===== src/rtl/urf_pkg.sv =====
// Shared types and constants for the universal register array initiator.
package urf_pkg;

    localparam int URF_STATUS_W = 2;

    typedef enum logic [1:0] {
        IDLE  = 2'b00,
        ISSUE = 2'b01,
        RDATA = 2'b10,
        RESP  = 2'b11
    } urf_state_e;

    typedef enum logic [URF_STATUS_W-1:0] {
        ST_OK       = 2'b00,
        ST_ADDR_ERR = 2'b01,
        ST_TIMEOUT  = 2'b10
    } urf_status_e;

    // Counter width able to hold the value TIMEOUT itself.
    function automatic int urf_cnt_width(input int timeout);
        return $clog2(timeout + 1);
    endfunction

endpackage


===== src/rtl/urf_busy_timer.sv =====
// Purpose: saturating count of consecutive busy cycles seen while a strobe is held.
// Latency: expired is combinational on inc and the current count.
// Backpressure: none; the count saturates at TIMEOUT and never wraps.
module urf_busy_timer
    import urf_pkg::*;
#(
    parameter int TIMEOUT = 16
) (
    input  logic clk,
    input  logic rst_n,
    input  logic clr,
    input  logic inc,
    output logic expired
);

    localparam int CNT_W = urf_cnt_width(TIMEOUT);
    localparam logic [CNT_W-1:0] LIMIT = CNT_W'(TIMEOUT);
    localparam logic [CNT_W-1:0] LAST  = CNT_W'(TIMEOUT - 1);

    logic [CNT_W-1:0] cnt_q;

    always_ff @(posedge clk or negedge rst_n) begin
        if (!rst_n) begin
            cnt_q <= '0;
        end else if (clr) begin
            cnt_q <= '0;
        end else if (inc && (cnt_q != LIMIT)) begin
            cnt_q <= cnt_q + CNT_W'(1);
        end
    end

    // High on the busy edge that would bring the count up to TIMEOUT.
    assign expired = inc && (cnt_q >= LAST);

endmodule


===== src/rtl/urf_initiator.sv =====
// Purpose: single-command initiator driving the register array strobes from a valid/ready command channel.
// Latency: write OK response 2 cycles after handshake, read 3, ADDR_ERR 1; each busy cycle adds one.
// Backpressure: one command in flight; cmd_ready stays low until the response has been taken.
module urf_initiator
    import urf_pkg::*;
#(
    parameter int DATA_WIDTH = 8,
    parameter int ADDR_WIDTH = 32,
    parameter int DEPTH      = 32,
    parameter int TIMEOUT    = 16
) (
    input  logic                    clk,
    input  logic                    rst_n,
    input  logic                    cmd_valid,
    output logic                    cmd_ready,
    input  logic                    cmd_write,
    input  logic [ADDR_WIDTH-1:0]   cmd_addr,
    input  logic [DATA_WIDTH-1:0]   cmd_wdata,
    output logic                    rsp_valid,
    input  logic                    rsp_ready,
    output logic                    rsp_write,
    output logic [DATA_WIDTH-1:0]   rsp_rdata,
    output logic [URF_STATUS_W-1:0] rsp_status,
    output logic [ADDR_WIDTH-1:0]   write_addr,
    output logic [ADDR_WIDTH-1:0]   read_addr,
    output logic [DATA_WIDTH-1:0]   write_data,
    output logic                    write_en,
    output logic                    read_en,
    input  logic [DATA_WIDTH-1:0]   read_data,
    input  logic                    busy
);

    localparam logic [ADDR_WIDTH-1:0] DEPTH_A = ADDR_WIDTH'(DEPTH);

    urf_state_e             state_q, state_d;
    urf_status_e            status_q, status_d;
    logic                   op_q, op_d;
    logic [ADDR_WIDTH-1:0]  addr_q, addr_d;
    logic [DATA_WIDTH-1:0]  wdata_q, wdata_d;
    logic [DATA_WIDTH-1:0]  rdata_q, rdata_d;
    logic                   cmd_ready_q;
    logic                   tmr_clr;
    logic                   tmr_inc;
    logic                   tmr_expired;

    urf_busy_timer #(
        .TIMEOUT (TIMEOUT)
    ) u_busy_timer (
        .clk     (clk),
        .rst_n   (rst_n),
        .clr     (tmr_clr),
        .inc     (tmr_inc),
        .expired (tmr_expired)
    );

    always_comb begin
        state_d  = state_q;
        status_d = status_q;
        op_d     = op_q;
        addr_d   = addr_q;
        wdata_d  = wdata_q;
        rdata_d  = rdata_q;
        tmr_clr  = 1'b0;
        tmr_inc  = 1'b0;

        unique case (state_q)
            IDLE: begin
                if (cmd_valid && cmd_ready_q) begin
                    op_d    = cmd_write;
                    addr_d  = cmd_addr;
                    wdata_d = cmd_wdata;
                    rdata_d = '0;
                    if (cmd_addr >= DEPTH_A) begin
                        state_d  = RESP;
                        status_d = ST_ADDR_ERR;
                    end else begin
                        state_d  = ISSUE;
                        status_d = ST_OK;
                        tmr_clr  = 1'b1;
                    end
                end
            end
            ISSUE: begin
                // Acceptance is checked first so a busy drop on the expiry edge still completes.
                if (!busy) begin
                    state_d  = op_q ? RESP : RDATA;
                    status_d = ST_OK;
                end else begin
                    tmr_inc = 1'b1;
                    if (tmr_expired) begin
                        state_d  = RESP;
                        status_d = ST_TIMEOUT;
                    end
                end
            end
            RDATA: begin
                rdata_d  = read_data;
                status_d = ST_OK;
                state_d  = RESP;
            end
            RESP: begin
                if (rsp_ready) begin
                    state_d = IDLE;
                end
            end
            default: begin
                state_d = IDLE;
            end
        endcase
    end

    always_ff @(posedge clk or negedge rst_n) begin
        if (!rst_n) begin
            state_q     <= IDLE;
            status_q    <= ST_OK;
            op_q        <= 1'b0;
            addr_q      <= '0;
            wdata_q     <= '0;
            rdata_q     <= '0;
            cmd_ready_q <= 1'b0;
        end else begin
            state_q     <= state_d;
            status_q    <= status_d;
            op_q        <= op_d;
            addr_q      <= addr_d;
            wdata_q     <= wdata_d;
            rdata_q     <= rdata_d;
            // Registered so it is low throughout reset and rises one cycle after release.
            cmd_ready_q <= (state_d == IDLE);
        end
    end

    assign cmd_ready  = cmd_ready_q;
    assign write_en   = (state_q == ISSUE) && op_q;
    assign read_en    = (state_q == ISSUE) && !op_q;
    assign write_addr = addr_q;
    assign read_addr  = addr_q;
    assign write_data = wdata_q;
    assign rsp_valid  = (state_q == RESP);
    assign rsp_write  = op_q;
    assign rsp_rdata  = rdata_q;
    assign rsp_status = status_q;

    strobe_exclusive: assert property (@(posedge clk) disable iff (!rst_n)
        !(write_en && read_en));

    resp_stable: assert property (@(posedge clk) disable iff (!rst_n)
        (rsp_valid && !rsp_ready) |=> (rsp_valid && $stable(rsp_status) && $stable(rsp_rdata)));

endmodule


===== config.mk =====
export PLATFORM = sky130hd
export DESIGN_NAME = urf_initiator
export DESIGN_NICKNAME = d
export VERILOG_FILES = /design/src/rtl/urf_pkg.sv /design/src/rtl/urf_busy_timer.sv /design/src/rtl/urf_initiator.sv
export SDC_FILE = /design/constraint.sdc
export NUM_CORES = 1
export LEC_CHECK = 0
export ABC_AREA = 1
export ABC_CLOCK_PERIOD_IN_PS = 1660
export CORE_MARGIN = 8
export CORE_UTILIZATION = 37
export CTS_CLUSTER_SIZE = 40
export DETAILED_ROUTE_END_ITERATION = 8
export GPL_TIMING_DRIVEN = 0
export PLACE_DENSITY = 0.82
export SKIP_LAST_GASP = 1
export SLEW_MARGIN = 10
export SYNTH_ARGS = -nofsm -noshare
export SYNTH_HDL_FRONTEND = slang
export SYNTH_HIERARCHICAL = 1
export SYNTH_SLANG_ARGS = --single-unit

===== constraint.sdc =====
create_clock -name clk -period 1.66 [get_ports clk]
set_clock_uncertainty 0.1 [all_clocks]
set_input_delay 0.249 -clock clk [delete_from_list [all_inputs] [get_ports clk]]
set_output_delay 0.249 -clock clk [all_outputs]
set_load 0.1 [all_outputs]

==> flow_summary_export.csv <==
group,metric,value,unit
clocking,clkSlewWorstSetupHoldPaths,70,ps
placement,numPortBuffers,140,
die,fp-row-count,33,
placement,place_inst,575,
detailed_routing,drcViolationCount,0,
die,io_pins,141,
hold_path,hold_path.class,"in2reg",
critical_path,crit_slowest_cell,"dfrtp_1",
hold_path,hp-start,"cmd_addr[5]",
timing,hold_viol,0,
synth,syn_inst,330,
critical_path,crit_arrival,1960,ps
detailed_routing,ant_nets,0,
cells_and_area,area_delta_synth_final,64.8,%
synth,ys_types,24,
clocking,clock_sinks,59,
critical_path,cp_max_fo,2,
die,die_area,11300,µm²
critical_path,timing.rr.end,"state_q[0]",
flow_run,maxCapViolCount,0,
synth,synthSimpleGateAreaFrac,15.3,%
critical_path,reg2reg_depth,11,
timing,setup_ws,-169,ps
synth,synth_seq_cells,59,
clocking,root_buffer,"clkbuf_8",
timing,fin_crit,1830,ps
cells_and_area,antenna_cells,0,
critical_path,path_depth,11,
critical_path,start_kind,"flop",
critical_path,r2r_start,"u_busy_timer/cnt_q[1]",
global_routing,antenna_found_initial,0,
timing,slew_headroom,50.0,%
global_routing,grt_pass1_vias,2956,
synth,synth_seq_area_share,48.9,%
critical_path,crit_family,"flip-flops",
global_routing,grtUsageTotal,16.6,%
die,dieHeight,106,µm
critical_path,worst_ep_required_time,1790,ps
cells_and_area,final_cell_mix,"nand2_1, buf_4, clkdlybuf4s50_1",
global_routing,grt_max_degree,60,
timing,worstMarginPinSlew,750,ps
clocking,htree_levels,3,
critical_path,r2r_slack,-170,ps
die,initial_utilization,37.5,%
hold_path,hold-path-cell-count,3,
placement,gp_congestion,0.791,
detailed_routing,vias_per_cell,4.56,
clocking,cts_tree,"done",
critical_path,cp_cell_sequence,"ha_2 > nand2_2 > nor2_2 > ha_2 > nor2_2 > a21oi_2 > inv_2 > nand2_1 > o22ai_1 > a31oi_1 > buf_4",
synth,synthXorXnorAreaFrac,0,%
detailed_routing,wl_per_cell,15.3,µm
placement,hpwl,7080,µm
critical_path,critPathBufInv,2,
die,fp.dieW,106,µm
die,core_area,8050,µm²
timing,fmax,547,MHz
run_status,status,"finished, violations left",
detailed_routing,drt_iter0_markers,128,
critical_path,slowest_delay,400,ps
clocking,clock_path_buffers,2,
detailed_routing,drtPass1Iterations,4,
timing,final-setup-viol-count,29,
critical_path,end_kind,"flop",
synth,avgSynthCellArea,9.15,µm²
clocking,clk_latency,330,ps
global_routing,overflow,0,
synth,synth_compound_area_share,7.46,%
synth,synth_warnings,6,
cells_and_area,final_common_cell,"nand2_1",
cells_and_area,fin_cells,611,
run_status,violations,"negative setup slack",
cells_and_area,final_layout_size_suffix_gt1_share,48.6,%
hold_path,hold-path-endpoint,"read_addr[5]",
global_routing,grt_pass1_wl,15100,µm
clocking,numCtsBuffers,9,
cells_and_area,finalNetCount,563,
timing,rsz0062_at_grt,"true",
detailed_routing,vias,2785,
synth,syn_nets,392,
critical_path,criticalPathCategory,"reg2reg",
synth,synthAdderAreaFrac,3.32,%
synth,synthMuxAreaShare,7.96,%
detailed_routing,routed_wl,9380,µm
synth,syn_area,3020,µm²
timing,slew_violations,0,
synth,synth_top_family_by_area,"buffers and inverters",
timing,fin_crit_sh,110,%
-- worst register-to-register path: cells and delay by family, from the launching register on --
| kind | cells | cell delay (ps) |
|---|---|---|
| compound gates | 3 | 400 |
| fa+ha+maj | 2 | 350 |
| buf+inv | 2 | 210 |
| flops | 1 | 400 |
| simple gates | 4 | 280 |
-- worst max path at each step --
stage                                     start          to  slack [ps]
after floorplan                       rsp_write   cmd_ready         -90
after CTS                 u_busy_timer/cnt_q[1]   cmd_ready        -100
after global routing      u_busy_timer/cnt_q[1]  state_q[0]        -290
after detailed placement             state_q[1]     read_en        -670
after global placement                    rst_n   rsp_write       -2030
final                     u_busy_timer/cnt_q[1]  state_q[0]        -170
-- sequential cells by signal, summed over array words and instances, names as in the netlist --
register	count
rsp_rdata	8
cmd_ready	1
read_addr	32
u_busy_timer/cnt_q	5
write_data	8
rsp_write	1
state_q	2
rsp_status	2
-- timing repair --
item | 4_1_cts | 5_1_grt
setup buffers | 16 | 3
pin swaps | 11 | 8
resized for setup | 349 | 36
hold buffers | 1 | 0
gates cloned | 0 | 0
endpoints found under the setup margin | 141 | 34
endpoints found under the hold margin | 59 | 0
-- cell type report --
cell class	instances	area (µm²)
Timing Repair Buffer	160	1460
Clock inverter	4	47.5
Multi-Input combinational cell	177	1120
Sequential cell	59	1520
Clock buffer	12	165
Tap cell	105	131
Buffer	41	324
Inverter	53	203
Fill cell	672	3080
-- metrics by stage --
step	cell area [µm²]	util [%]	hold WS [ps]	worst slack, ps	setup TNS [ps]
3_5_place_dp	4630	57.5	273	-668	-24920
5_1_grt	4970	61.8	401	-289	-4610
6_report	4970	61.8	386	-169	-1120
4_1_cts	4900	60.9	373	-102	-557
2_1_floorplan	3100	-	-147	-94.4	-357
3_3_place_gp	4630	57.5	376	-2030	-125780
-- cells by family (layout without fill, tap and decap cells) --
family          after synthesis  after routing
compound gates               44             44
fa+ha+maj                     8              8
buf+inv                      94            270
flops                        59             59
mux                          16             16
simple gates                109            109
-- cells in the mapped netlist --
| cell | count | area [µm²] |
|---|---|---|
| a21oi_1 | 6 | 30.0 |
| a31oi_1 | 1 | 6.26 |
| buf_2 | 1 | 5.00 |
| buf_4 | 33 | 248 |
| buf_6 | 5 | 56.3 |
| clkbuf_1 | 2 | 7.51 |
| clkinv_1 | 1 | 3.75 |
| dfrtp_1 | 59 | 1480 |
| ha_1 | 8 | 100 |
| inv_1 | 48 | 180 |
| inv_2 | 4 | 15.0 |
| mux2_4 | 16 | 240 |
| nand2_1 | 63 | 236 |
| nand2_2 | 4 | 25.0 |
| nand2_4 | 1 | 11.3 |
| nand3_1 | 16 | 80.1 |
| nand4_1 | 4 | 25.0 |
| nor2_1 | 19 | 71.3 |
| nor2_2 | 1 | 6.26 |
| nor3_1 | 1 | 5.00 |
| o21a_1 | 1 | 7.51 |
| o21ai_0 | 29 | 145 |
| o21ai_1 | 6 | 30.0 |
| o22ai_1 | 1 | 6.26 |
-- metal layers --
layer | GRT usage (%) | vias up | wire length (µm)
met2 | 29.2 | 113 | 4900
met4 | 5.03 | 0 | 170
li1 | - | 1344 | -
met5 | 0 | - | 0
met1 | 18.9 | 1315 | 3660
met3 | 4.90 | 13 | 648
Power is left out: the tool's default activity adds up to more than one toggle a clock period on the data nets, which glitch-free logic cannot reach.
